### src/rtl/ldpc_cell_ctrl_pkg.sv
// ldpc_ctrl_pkg: shared constants for the LDPC cell-write sequencer.
//   phase_t  - one-hot phase vector: [0]IDLE [1]LOAD [2]UPD [3]OUT
//   cyc_t    - UPD sub-cycle index (0 = not issuing, 1..3 = write sub-cycles)
//   iter_limit() - effective iteration count, with 0 mapped to 1
package ldpc_ctrl_pkg;

  typedef logic [3:0] phase_t;
  typedef logic [1:0] cyc_t;
  typedef logic [4:0] iter_t;

  localparam phase_t ST_IDLE = 4'b0001;
  localparam phase_t ST_LOAD = 4'b0010;
  localparam phase_t ST_UPD  = 4'b0100;
  localparam phase_t ST_OUT  = 4'b1000;

  localparam cyc_t CYC_NONE  = 2'd0;
  localparam cyc_t CYC_FIRST = 2'd1;
  localparam cyc_t CYC_LAST  = 2'd3;

  function automatic iter_t iter_limit(input iter_t iter_max);
    return (iter_max == '0) ? iter_t'(1) : iter_max;
  endfunction

endpackage

### src/rtl/ldpc_cell_ctrl_if.sv
// ldpc_cell_ctrl_if: control/status bundle of the LDPC cell-write sequencer.
//   Inputs to the sequencer : start, din_vld, iter_max, row_num, parity_ok
//   Outputs of the sequencer: fsm, cycle, wr_en, sin, base_addr, iter_cnt, busy, done
//   modport master - the frame controller driving the sequencer
//   modport slave  - the sequencer itself
interface ldpc_cell_ctrl_if
  import ldpc_ctrl_pkg::*;
#(
  parameter int unsigned A_WID = 8
) ();

  logic             start;
  logic             din_vld;
  iter_t            iter_max;
  logic [A_WID-1:0] row_num;
  logic             parity_ok;

  phase_t           fsm;
  cyc_t             cycle;
  logic             wr_en;
  logic             sin;
  logic [A_WID-1:0] base_addr;
  iter_t            iter_cnt;
  logic             busy;
  logic             done;

  modport master (
    output start, din_vld, iter_max, row_num, parity_ok,
    input  fsm, cycle, wr_en, sin, base_addr, iter_cnt, busy, done
  );

  modport slave (
    input  start, din_vld, iter_max, row_num, parity_ok,
    output fsm, cycle, wr_en, sin, base_addr, iter_cnt, busy, done
  );

endinterface

### src/rtl/ldpc_cell_ctrl_row_seq.sv
// ldpc_row_seq: row / sub-cycle sequencer for the UPD phase.
//   clk, reset - clock and synchronous active-high reset
//   run        - hold high while the sequencer may advance; low clears all state
//   row_num    - rows per iteration (0 treated as 1)
//   cycle      - sub-cycle 1,2,3 per row; 0 on entry and during the iteration bubble
//   base_addr  - row*BASE_STEP, modulo 2^A_WID; stable across a row's 3 sub-cycles
//   row_last   - current row is the last row of the iteration
//   iter_tick  - high during the bubble cycle that closes an iteration
module ldpc_row_seq
  import ldpc_ctrl_pkg::*;
#(
  parameter int unsigned A_WID     = 8,
  parameter int unsigned BASE_STEP = 3
) (
  input  logic             clk,
  input  logic             reset,
  input  logic             run,
  input  logic [A_WID-1:0] row_num,
  output cyc_t             cycle,
  output logic [A_WID-1:0] base_addr,
  output logic             row_last,
  output logic             iter_tick
);

  localparam logic [A_WID-1:0] Step = A_WID'(BASE_STEP);
  localparam logic [A_WID-1:0] One  = A_WID'(1);

  cyc_t             cyc_q, cyc_d;
  logic [A_WID-1:0] row_q, row_d;
  logic [A_WID-1:0] base_q, base_d;
  logic             tick_q, tick_d;
  logic [A_WID-1:0] last_row;

  assign last_row = (row_num == '0) ? '0 : row_num - One;
  assign row_last = (row_q == last_row);

  always_comb begin
    cyc_d  = cyc_q;
    row_d  = row_q;
    base_d = base_q;
    tick_d = 1'b0;
    if (!run) begin
      cyc_d  = CYC_NONE;
      row_d  = '0;
      base_d = '0;
    end else begin
      case (cyc_q)
        // Entry cycle or bubble: row/base are already at 0, start issuing.
        CYC_NONE: cyc_d = CYC_FIRST;
        CYC_LAST: begin
          if (row_last) begin
            // Close the iteration with one non-issuing bubble cycle.
            cyc_d  = CYC_NONE;
            row_d  = '0;
            base_d = '0;
            tick_d = 1'b1;
          end else begin
            cyc_d  = CYC_FIRST;
            row_d  = row_q + One;
            base_d = base_q + Step;
          end
        end
        default: cyc_d = cyc_q + 2'd1;
      endcase
    end
  end

  always_ff @(posedge clk) begin
    if (reset) begin
      cyc_q  <= CYC_NONE;
      row_q  <= '0;
      base_q <= '0;
      tick_q <= 1'b0;
    end else begin
      cyc_q  <= cyc_d;
      row_q  <= row_d;
      base_q <= base_d;
      tick_q <= tick_d;
    end
  end

  assign cycle     = cyc_q;
  assign base_addr = base_q;
  assign iter_tick = tick_q;

endmodule

### src/rtl/ldpc_cell_ctrl.sv
// ldpc_cell_ctrl: frame sequencer feeding the per-cell RAM write logic of the LDPC
// decoder. Each frame runs LOAD (LOAD_LEN accepted samples) -> UPD (iterative row
// updates, 3 write sub-cycles per row) -> OUT (OUT_LEN drain cycles), then pulses done.
//   clk, reset - clock and synchronous active-high reset (highest priority)
//   bus        - ldpc_cell_ctrl_if.slave: start, din_vld, iter_max, row_num, parity_ok in;
//                fsm, cycle, wr_en, sin, base_addr, iter_cnt, busy, done out
// Build option: define LDPC_EARLY_STOP_EN to leave UPD early when parity_ok is high at
// an iteration bubble. Without it parity_ok is ignored.
module ldpc_cell_ctrl
  import ldpc_ctrl_pkg::*;
#(
  parameter int unsigned A_WID     = 8,
  parameter int unsigned LOAD_LEN  = 256,
  parameter int unsigned OUT_LEN   = 256,
  parameter int unsigned BASE_STEP = 3
) (
  input  logic            clk,
  input  logic            reset,
  ldpc_cell_ctrl_if.slave bus
);

  localparam int unsigned LdW   = (LOAD_LEN > 1) ? $clog2(LOAD_LEN) : 1;
  localparam int unsigned OutW  = (OUT_LEN > 1) ? $clog2(OUT_LEN) : 1;
  localparam logic [LdW-1:0]  LdLast  = LdW'(LOAD_LEN - 1);
  localparam logic [OutW-1:0] OutLast = OutW'(OUT_LEN - 1);

  phase_t          state_q, state_d;
  logic [LdW-1:0]  ld_cnt_q, ld_cnt_d;
  logic [OutW-1:0] out_cnt_q, out_cnt_d;
  iter_t           iter_cnt_q, iter_cnt_d;
  logic            sin_q, sin_d;
  logic            done_q, done_d;

  cyc_t             cycle;
  logic [A_WID-1:0] base_addr;
  logic             row_last;
  logic             iter_tick;
  logic             run;
  logic             last_iter;
  logic             early_stop;
  logic             finish;
  logic [5:0]       iter_next;

  assign iter_next = {1'b0, iter_cnt_q} + 6'd1;
  assign last_iter = (iter_next == {1'b0, iter_limit(bus.iter_max)});

`ifdef LDPC_EARLY_STOP_EN
  assign early_stop = bus.parity_ok;
`else
  logic unused_parity_ok;
  assign unused_parity_ok = bus.parity_ok;
  assign early_stop       = 1'b0;
`endif

  assign finish = iter_tick && (last_iter || early_stop);

  // Row sequencing stops in the final bubble so nothing issues on the way into OUT.
  assign run = (state_q == ST_UPD) && !finish;

  ldpc_row_seq #(
    .A_WID     (A_WID),
    .BASE_STEP (BASE_STEP)
  ) u_row_seq (
    .clk       (clk),
    .reset     (reset),
    .run       (run),
    .row_num   (bus.row_num),
    .cycle     (cycle),
    .base_addr (base_addr),
    .row_last  (row_last),
    .iter_tick (iter_tick)
  );

  // Row position is tracked inside the sub-module; the top only needs the bubble.
  logic unused_row_last;
  assign unused_row_last = row_last;

  always_comb begin
    state_d    = state_q;
    ld_cnt_d   = ld_cnt_q;
    out_cnt_d  = out_cnt_q;
    iter_cnt_d = iter_cnt_q;
    done_d     = 1'b0;
    sin_d      = (state_q == ST_LOAD) && bus.din_vld;
    unique case (state_q)
      ST_IDLE: begin
        if (bus.start) begin
          state_d    = ST_LOAD;
          ld_cnt_d   = '0;
          out_cnt_d  = '0;
          iter_cnt_d = '0;
        end
      end
      ST_LOAD: begin
        if (bus.din_vld) begin
          ld_cnt_d = ld_cnt_q + 1'b1;
          if (ld_cnt_q == LdLast) begin
            ld_cnt_d = '0;
            state_d  = ST_UPD;
          end
        end
      end
      ST_UPD: begin
        if (iter_tick) begin
          iter_cnt_d = iter_next[4:0];
          if (finish) begin
            state_d = ST_OUT;
          end
        end
      end
      ST_OUT: begin
        out_cnt_d = out_cnt_q + 1'b1;
        if (out_cnt_q == OutLast) begin
          out_cnt_d = '0;
          state_d   = ST_IDLE;
          done_d    = 1'b1;
        end
      end
      default: state_d = ST_IDLE;
    endcase
  end

  always_ff @(posedge clk) begin
    if (reset) begin
      state_q    <= ST_IDLE;
      ld_cnt_q   <= '0;
      out_cnt_q  <= '0;
      iter_cnt_q <= '0;
      sin_q      <= 1'b0;
      done_q     <= 1'b0;
    end else begin
      state_q    <= state_d;
      ld_cnt_q   <= ld_cnt_d;
      out_cnt_q  <= out_cnt_d;
      iter_cnt_q <= iter_cnt_d;
      sin_q      <= sin_d;
      done_q     <= done_d;
    end
  end

  assign bus.fsm       = state_q;
  assign bus.cycle     = cycle;
  assign bus.wr_en     = (cycle != CYC_NONE);
  assign bus.sin       = sin_q;
  assign bus.base_addr = base_addr;
  assign bus.iter_cnt  = iter_cnt_q;
  assign bus.busy      = ~state_q[0];
  assign bus.done      = done_q;

endmodule

### src/flat_wrapper.sv
// flat-port wrapper written by rule: the top's interface ports become plain ports
module ldpc_cell_ctrl_flat import ldpc_ctrl_pkg::*;
#(
  parameter int unsigned A_WID     = 8,
  parameter int unsigned LOAD_LEN  = 256,
  parameter int unsigned OUT_LEN   = 256,
  parameter int unsigned BASE_STEP = 3
)
  (clk, reset, bus_start, bus_din_vld, bus_iter_max, bus_row_num, bus_parity_ok, bus_fsm, bus_cycle, bus_wr_en, bus_sin, bus_base_addr, bus_iter_cnt, bus_busy, bus_done);
  ldpc_cell_ctrl_if #(.A_WID(A_WID)) bus_i ();
  input  logic clk;
  input  logic reset;
  input wire logic [$bits(bus_i.start)-1:0] bus_start;
  input wire logic [$bits(bus_i.din_vld)-1:0] bus_din_vld;
  input wire logic [$bits(bus_i.iter_max)-1:0] bus_iter_max;
  input wire logic [$bits(bus_i.row_num)-1:0] bus_row_num;
  input wire logic [$bits(bus_i.parity_ok)-1:0] bus_parity_ok;
  output wire logic [$bits(bus_i.fsm)-1:0] bus_fsm;
  output wire logic [$bits(bus_i.cycle)-1:0] bus_cycle;
  output wire logic [$bits(bus_i.wr_en)-1:0] bus_wr_en;
  output wire logic [$bits(bus_i.sin)-1:0] bus_sin;
  output wire logic [$bits(bus_i.base_addr)-1:0] bus_base_addr;
  output wire logic [$bits(bus_i.iter_cnt)-1:0] bus_iter_cnt;
  output wire logic [$bits(bus_i.busy)-1:0] bus_busy;
  output wire logic [$bits(bus_i.done)-1:0] bus_done;
  assign bus_i.start = bus_start;
  assign bus_i.din_vld = bus_din_vld;
  assign bus_i.iter_max = bus_iter_max;
  assign bus_i.row_num = bus_row_num;
  assign bus_i.parity_ok = bus_parity_ok;
  assign bus_fsm = bus_i.fsm;
  assign bus_cycle = bus_i.cycle;
  assign bus_wr_en = bus_i.wr_en;
  assign bus_sin = bus_i.sin;
  assign bus_base_addr = bus_i.base_addr;
  assign bus_iter_cnt = bus_i.iter_cnt;
  assign bus_busy = bus_i.busy;
  assign bus_done = bus_i.done;
  ldpc_cell_ctrl #(.A_WID(A_WID), .LOAD_LEN(LOAD_LEN), .OUT_LEN(OUT_LEN), .BASE_STEP(BASE_STEP)) u_core (.clk(clk), .reset(reset), .bus(bus_i));
endmodule
### config.mk
export PLATFORM = sky130hd
export DESIGN_NAME = ldpc_cell_ctrl_flat
export DESIGN_NICKNAME = d
export VERILOG_FILES = /design/src/rtl/ldpc_cell_ctrl_pkg.sv /design/src/rtl/ldpc_cell_ctrl_if.sv /design/src/rtl/ldpc_cell_ctrl_row_seq.sv /design/src/rtl/ldpc_cell_ctrl.sv /design/src/flat_wrapper.sv
export SDC_FILE = /design/constraint.sdc
export NUM_CORES = 1
export LEC_CHECK = 0
export ABC_AREA = 0
export BUFFER_PORTS_ARGS = -buffer_cell sky130_fd_sc_hd__buf_2
export CORE_MARGIN = 1
export CORE_UTILIZATION = 61
export DETAILED_ROUTE_END_ITERATION = 7
export PLACE_DENSITY = 0.83
export SLEW_MARGIN = 40
export SYNTH_ARGS = -nofsm -noshare
export SYNTH_HDL_FRONTEND = slang
export SYNTH_SLANG_ARGS = --single-unit
### constraint.sdc
create_clock -name clk -period 6.5 [get_ports clk]
set_clock_uncertainty 0.15 [all_clocks]
set_input_delay 1.3 -clock clk [delete_from_list [all_inputs] [get_ports clk]]
set_output_delay 1.3 -clock clk [all_outputs]
set_load 0.01 [all_outputs]
==> qor.yml, run 1 <==
dp_hpwl_um: 4110
synth_edf_count: 0
grt_pass1_vias: 2169
initial_core_util_pct: 65.9
drt_iter0_markers: 109
avgRoutedWirePerCell_um: 13.5
ys_seq_elements: 46
viasPerCell: 6.08
peakVddDrop_v: 0.000119
synth.avg_cell_area_um2: 7.84
preCtsSetupSlack_ns: 2.68
path_class: "in -> reg"
synth_nets: 374
row_count: 23
area_growth_pct: 10.6
required_ns: 6.50
cts_hold_buf: 0
cts.repair.resized: 0
antenna_left: 0
min_period_ns: 3.53
fp.dieArea_mm2: 0.00475
max_slew_margin_pct: 47.6
clock.fmax_mhz: 283
grt_pass1_wl_um: 9110
grt_max_degree: 29
drc: 0
hold_path_class: "reg -> reg"
cts_made_buffers: 5
cap_violations: 0
fin_ws_ns: 2.97
max_stage_delay_ns: 0.57
nNetsFinal: 404
ys_warn_count: 0
post_cts_buffers: 0
worstPathMaxFanout: 13
clk_transition_reported_paths_ns: 0.09
ios: 41
crit_arrival_ns: 3.53
cts_tree: "built"
grt.total_usage_pct: 25.0
antenna_cells: 0
rsz0062_at_grt: "no"
core_mm2: 0.00414
setup-tns-final_ns: 0
setup_viol: 0
synth-main-ff-cell: "dfxtp_1"
slowest_stage: "or4_4"
finalCritPeriodShare_pct: 54.3
drive_above_1_share_pct: 15.8
power.density_mw_per_mm2: 176
start_kind: "input port"
port_buffers: 39
overflow: 0
vias: 2610
ctsRootBufferMaster: "clkbuf_8"
netlist_instances: 348
cts.htree.levels: 2
cts_num_sinks: 46
tightest_slew_ns: 0.786
die_w_um: 68.9
status: "complete, no violations"
fin_util_pct: 72.8
synth-async-reset-ratio_pct: 0
ys_types: 55
routabilityCongestion: 0.856
die_h_um: 68.9
cts_buffer_depth: 2
antenna_found_initial: 0
drt-total-wl_um: 5810
drt_pass1_iterations: 4
synth_area_mm2: 0.00273
p_leak_nw: 1.10
crit_path_end_kind: "flip-flop"
yosysSeqAreaShare_pct: 33.7
clock_latency_ns: 0.30
whs_ns: 0.343
hold_violations: 0
crit_chain: "buf_2 -> or4_4 -> or4_1 -> a211oi_2 -> o221ai_2 -> nor2_2 -> a211oi_1"
maxSlewViolCount: 0
==> synthesized netlist by cell type (2+ instances only) <==
library cell / number / share of area, %
nand3b_1: 7 / 1.9
or4_1: 2 / 0.55
nor4_1: 6 / 1.4
a21oi_1: 30 / 5.5
nand3_1: 16 / 2.9
and3b_1: 2 / 0.64
nor3b_1: 2 / 0.55
nand2_1: 21 / 2.9
nor2b_1: 8 / 1.8
and3_1: 8 / 1.8
ha_1: 8 / 3.7
mux2i_1: 2 / 0.73
inv_1: 11 / 1.5
a211oi_1: 10 / 2.8
o21ai_0: 16 / 2.9
o21a_1: 2 / 0.55
a211o_1: 2 / 0.64
nor3_1: 16 / 2.9
a31oi_1: 4 / 0.92
o22ai_1: 3 / 0.69
xnor2_1: 10 / 3.2
and2_1: 3 / 0.69
buf_2: 3 / 0.55
nor4b_1: 2 / 0.64
a2bb2oi_1: 3 / 0.96
xor2_1: 8 / 2.6
nor2_1: 41 / 5.6
clkbuf_1: 13 / 1.8
o21ai_1: 5 / 0.92
nand2b_1: 5 / 1.1
or3b_2: 2 / 0.64
a22oi_1: 2 / 0.55
dfxtp_1: 46 / 34
o211ai_2: 3 / 1.4
o211ai_1: 2 / 0.55
or3_1: 5 / 1.1
==> registers in the layout, summed over array words and instances (netlist names) <==
register and cells:
u_core.bus.done 1, u_core.bus.fsm 4, u_core.bus.iter_cnt 5, u_core.bus.sin 1, u_core.ld_cnt_q 8, u_core.out_cnt_q 8, u_core.u_row_seq.base_addr 8, u_core.u_row_seq.cycle 2
u_core.u_row_seq.iter_tick 1, u_core.u_row_seq.row_q 8
==> per-stage QoR <==
stage	power, mW	cells	cell area, um^2
6_report	0.530	429	3020
5_1_grt	0.550	429	3020
3_3_place_gp	0.353	421	2930
4_1_cts	0.532	429	3020
3_5_place_dp	0.355	421	2930
2_1_floorplan	0.336	348	2730
==> final timing paths <==
check	startpoint	to	slack, ns	cells past startpoint
worst min register to register	u_core.out_cnt_q[1]	u_core.out_cnt_q[1]	0.34	2
worst min-delay path	u_core.out_cnt_q[1]	u_core.out_cnt_q[1]	0.34	2
worst max register to register	u_core.bus.fsm[2]	u_core.ld_cnt_q[5]	4.02	6
worst max-delay path	bus_row_num[4]	u_core.u_row_seq.base_addr[3]	2.97	7
==> worst max-delay path, delay by kind of cell <==
family / cells / cell delay, ns
buf+inv: 1 / 0.12
simple gates: 3 / 1.39
compound gates: 3 / 0.71
==> cell type report <==
cell class | count | area [um^2]
Clock buffer | 7 | 86.3
Clock inverter | 1 | 5.00
Fill cell | 348 | 1130
Inverter | 11 | 41.3
Multi-Input combinational cell | 274 | 1700
Sequential cell | 46 | 921
Tap cell | 50 | 62.6
Timing Repair Buffer | 40 | 203
==> report_power, final <==
group	internal (mW)	switching [mW]	total (mW)	leakage [nW]
Sequential	0.284	0.00367	0.287	0.371
Combinational	0.0231	0.0381	0.0612	0.685
Clock	0.0859	0.0951	0.181	0.0482
Total	0.393	0.137	0.530	1.10
==> cell families after synthesis <==
family          Yosys count  share of synthesized area, %
mux                       2                         0.734
compound gates           94                          22.5
simple gates            152                          29.3
fa+ha+maj                 8                          3.67
flops                    46                          33.7
xor+xnor                 18                          5.78
buf+inv                  28                          4.26
==> layer usage <==
| metal | share of wire [%] | up-vias | global-route usage (%) |
|---|---|---|---|
| met5 | 0 | - | 0 |
| li1 | - | 1328 | - |
| met3 | 3.2 | 8 | 4.44 |
| met1 | 48 | 1220 | 29.9 |
| met4 | 1.2 | 0 | 6.38 |
| met2 | 48 | 54 | 45.5 |
==> placed cells by master (no fill, tap or decap), types with 10 or more instances in the layout <==
cell	n
nor2_1	41
dfxtp_1	46
a211oi_1	10
buf_2	39
inv_1	11
nor3_1	16
a21oi_1	30
nand3_1	16
nand2_1	21
xnor2_1	10
o21ai_0	16
Note: power is estimated with default switching activity, not from simulation.
==> run 2, diff against run 1 <==
- CORE_UTILIZATION: 61 -> 51
- PLACE_DENSITY: 0.83 -> 0.73
- clock period: 6.5 -> 2.8 ns (I/O delays scaled with it)
==> run 2 against run 1 <==
Compared with the run above:
- first-iteration DRC count fell by 32%
- wire length is 4.7% higher
- largest power group unchanged
- count of clock-buffer cells in the layout unchanged
- highest routed layer unchanged
- critical endpoint is now u_core.u_row_seq.base_addr[2]
==> qor.yml, run 2 (synthesis gave the netlist of run 1 again) <==
final_common_cell: "dfxtp_1"
antenna_found_initial: 0
crit_arrival_ns: 2.63
avgRoutedWirePerCell_um: 13.0
rsz0062_at_grt: "no"
drc: 0
slowest_stage: "or4_1"
p_sw_share_pct: 25.4
overflow: 0
drt_iter0_markers: 74
hold_path_class: "reg -> reg"
port_buffers: 39
vias: 2658
fp.dieArea_mm2: 0.00565
routabilityCongestion: 0.821
cp_common_cell: "buf_4"
crit_chain: "buf_2 -> buf_4 -> or3_1 -> or4_1 -> o221ai_1 -> o311ai_2 -> buf_4 -> buf_4 -> o22ai_1 -> a21oi_1"
finalInstanceArea_mm2: 0.00321
cts_made_buffers: 5
power_mw: 1.25
whs_ns: 0.340
pwr-share-comb_pct: 13.2
layout_common_cells: "dfxtp_1 (46), nor2_1 (41), buf_2 (39)"
clock.fmax_mhz: 386
clkPwrFrac_pct: 33.3
cap_violations: 0
path_class: "in -> reg"
tightest_slew_ns: 0.608
grt_pass1_vias: 2266
placed_cell_area_mm2: 0.00311
peakVddDrop_v: 0.000244
die_w_um: 75.2
drt-total-wl_um: 6080
grt.total_usage_pct: 22.7
cts_tree: "built"
p_seq_share_pct: 53.5
nNetsFinal: 424
ctsRootBufferMaster: "clkbuf_8"
cts.repair.resized: 0
hold_violations: 0
antenna_left: 0
row_count: 26
initial_core_util_pct: 53.1
fin_ws_ns: 0.210
finalCritPeriodShare_pct: 92.5
max_slew_margin_pct: 59.0
dp_hpwl_um: 4460
status: "complete, no violations"
maxSlewViolCount: 0
grt_max_degree: 29
area_growth_pct: 17.5
drt_pass1_iterations: 4
p_sw_mw: 0.317
core_mm2: 0.00514
p_leak_nw: 1.20
grt_pass1_wl_um: 9920
preCtsSetupSlack_ns: -0.107
start_kind: "input port"
cts_hold_buf: 0
cts_buffer_depth: 2
antenna_cells: 0
power.density_mw_per_mm2: 390
ios: 41
cts_num_sinks: 46
viasPerCell: 5.67
max_stage_delay_ns: 0.56
min_period_ns: 2.59
die_h_um: 75.2
setup_viol: 0
drive_above_1_share_pct: 20.1
p_int_mw: 0.932
crit_path_end_kind: "flip-flop"
worstPathMaxFanout: 9
required_ns: 2.84
cts.htree.levels: 2
clock_latency_ns: 0.30
post_cts_buffers: 0
clk_transition_reported_paths_ns: 0.08
[run 2: changes by cell type in the layout (fill, tap and decap cells not counted), sizes merged]
cell,change
buf,+20
[run 2: layout make-up]
class                           count  area (um^2)
Tap cell                           70         87.6
Clock inverter                      1         5.00
Fill cell                         482         1930
Sequential cell                    46          921
Multi-Input combinational cell    274         1700
Timing Repair Buffer               60          365
Clock buffer                        7         86.3
Inverter                           11         41.3
[run 2: critical path, delay by kind of cell]
family          cells  cell delay [ns]
simple gates        2             0.99
buf+inv             4             0.57
compound gates      4             0.50
[run 2: power by group through the flow]
stage	Combinational, mW	Sequential (mW)	Clock (mW)
floorplan	0.0963	0.683	0
global placement	0.162	0.682	0
detailed placement	0.165	0.683	0
CTS	0.166	0.667	0.429
global route	0.185	0.669	0.458
finish	0.165	0.667	0.416
[run 2: final timing paths]
kind | endpoint | cells after the start | slack, ns | start
min reg2reg | u_core.out_cnt_q[1] | 2 | 0.34 | u_core.out_cnt_q[1]
min | u_core.out_cnt_q[1] | 2 | 0.34 | u_core.out_cnt_q[1]
max | u_core.u_row_seq.base_addr[2] | 10 | 0.21 | bus_row_num[4]
max reg2reg | u_core.u_row_seq.base_addr[7] | 8 | 0.54 | u_core.u_row_seq.row_q[7]
[run 2: per-layer routing]
layer,vias up,share of wire (%),GRT usage [%]
met3,8,3.3,4.15
li1,1368,-,-
met2,46,49,40.6
met1,1236,47,27.7
met4,0,1.2,6.79
met5,-,0,0
[run 2: per-stage QoR]
step,std cells,util [%],setup TNS [ns]
final,469,62.4,0
after global placement,461,60.6,-0.0804
after floorplan,348,-,0
after detailed placement,461,60.6,-0.947
after global routing,469,62.4,0
after CTS,469,62.4,0
==> run 3, diff against run 2 <==
- CORE_ASPECT_RATIO: default -> 0.6
- PLACE_DENSITY: 0.73 -> default
- PLACE_DENSITY_LB_ADDON: default -> 0.05
==> run 3 against run 2 <==
Compared with the run above:
- setup slack better by 0.054 ns
- register-to-register slack got worse by 0.02 ns
- critical path type unchanged
- first-iteration DRC count grew 130%
- power rose by 2.6%
- cell count down 0.43%
- sequential share of layout area shrank 0.12 points
- non-clock buffer count rose by 2
- combinational power rose by 5%
- flip-flop and latch count stayed put
- fmax is 2.1% higher
- global-route usage increased by 2.0 points
- wire length is 8.1% higher
==> qor.yml, run 3 (synthesis gave the netlist of run 1 again) <==
cap_violations: 0
clk_transition_reported_paths_ns: 0.08
clock_latency_ns: 0.31
cts_hold_buf: 0
max_slew_margin_pct: 59.5
required_ns: 2.87
status: "complete, no violations"
p_leak_nw: 1.22
antenna_left: 0
dp.cells: 459
grt.total_usage_pct: 24.7
drt_pass1_iterations: 4
row_count: 20
ios: 41
drt-total-wl_um: 6570
drt_iter0_markers: 170
fp.dieArea_mm2: 0.00566
peakVddDrop_v: 0.000202
hold_path_class: "reg -> reg"
multiInputGateArea_mm2: 0.00170
crit_arrival_ns: 2.61
finalCritPeriodShare_pct: 90.6
power.density_mw_per_mm2: 398
placed_cell_area_mm2: 0.00312
final_common_cell: "dfxtp_1"
die_h_um: 58.7
viasPerCell: 5.75
vias: 2687
initial_core_util_pct: 53.5
routabilityCongestion: 0.842
finalInstanceArea_mm2: 0.00322
cts_buffer_depth: 2
grt_max_degree: 29
fin_ws_ns: 0.264
nNetsFinal: 426
post_cts_buffers: 0
start_kind: "input port"
fillCellCount: 498
area_growth_pct: 18.0
antenna_found_initial: 0
setup_viol: 0
final_cells: 467
worstPathMaxFanout: 7
port_buffers: 39
cts_tree: "built"
preCtsSetupSlack_ns: -0.0741
rsz0062_at_grt: "no"
fin_util_pct: 63.1
tightest_slew_ns: 0.604
drc: 0
cts_num_sinks: 46
setup-tns-final_ns: 0
cts.htree.levels: 2
hold_violations: 0
layout_common_cells: "dfxtp_1 (46), nor2_1 (41), buf_2 (39)"
cts_made_buffers: 5
core_mm2: 0.00510
dp_hpwl_um: 4910
path_class: "in -> reg"
crit_path_end_kind: "flip-flop"
drive_above_1_share_pct: 20.4
avgRoutedWirePerCell_um: 14.1
die_w_um: 96.4
grt_pass1_wl_um: 10800
overflow: 0
whs_ns: 0.347
cts.repair.resized: 0
ff_latch_area_um2: 921
ctsRootBufferMaster: "clkbuf_8"
maxSlewViolCount: 0
clock.fmax_mhz: 394
min_period_ns: 2.54
grt_pass1_vias: 2258
antenna_cells: 0
power_mw: 1.28
==> run 3: critical path: stages <==
cell	delay, ns
buf_2	0.10
inv_1	0.07
ha_1	0.30
or3b_2	0.48
nor2_1	0.16
nor4b_1	0.09
o311ai_2	0.25
buf_4	0.19
nor2_2	0.04
buf_4	0.15
a211oi_1	0.22
==> run 3: path summary, 6_finish.rpt <==
| path | start | endpoint | slack, ns | cells past startpoint |
|---|---|---|---|---|
| setup / recovery | bus_row_num[0] | u_core.u_row_seq.row_q[7] | 0.26 | 11 |
| hold / removal | u_core.out_cnt_q[7] | u_core.bus.done | 0.35 | 2 |
| setup reg to reg | u_core.bus.iter_cnt[0] | u_core.u_row_seq.iter_tick | 0.52 | 8 |
| hold reg to reg | u_core.out_cnt_q[7] | u_core.bus.done | 0.35 | 2 |
==> run 3: cell type report <==
type / count / area share (%)
Sequential cell: 46 / 28.6
Timing Repair Buffer: 62 / 11.8
Clock buffer: 7 / 2.68
Clock inverter: 1 / 0.272
Inverter: 11 / 1.28
Multi-Input combinational cell: 274 / 52.8
Tap cell: 66 / 2.57
==> run 3: routing by layer <==
layer | part of all wire (%) | global-route usage [%]
met3 | 5.2 | 6.20
met2 | 40 | 33.8
met1 | 55 | 39.1
met4 | 0.38 | 3.15
met5 | 0 | 0
==> run 3: where the power goes <==
| group | internal (mW) | switching (mW) | total [mW] |
|---|---|---|---|
| registers | 0.659 | 0.00877 | 0.668 |
| clock network | 0.204 | 0.237 | 0.441 |
| logic | 0.0734 | 0.0992 | 0.173 |
| total | 0.936 | 0.345 | 1.28 |
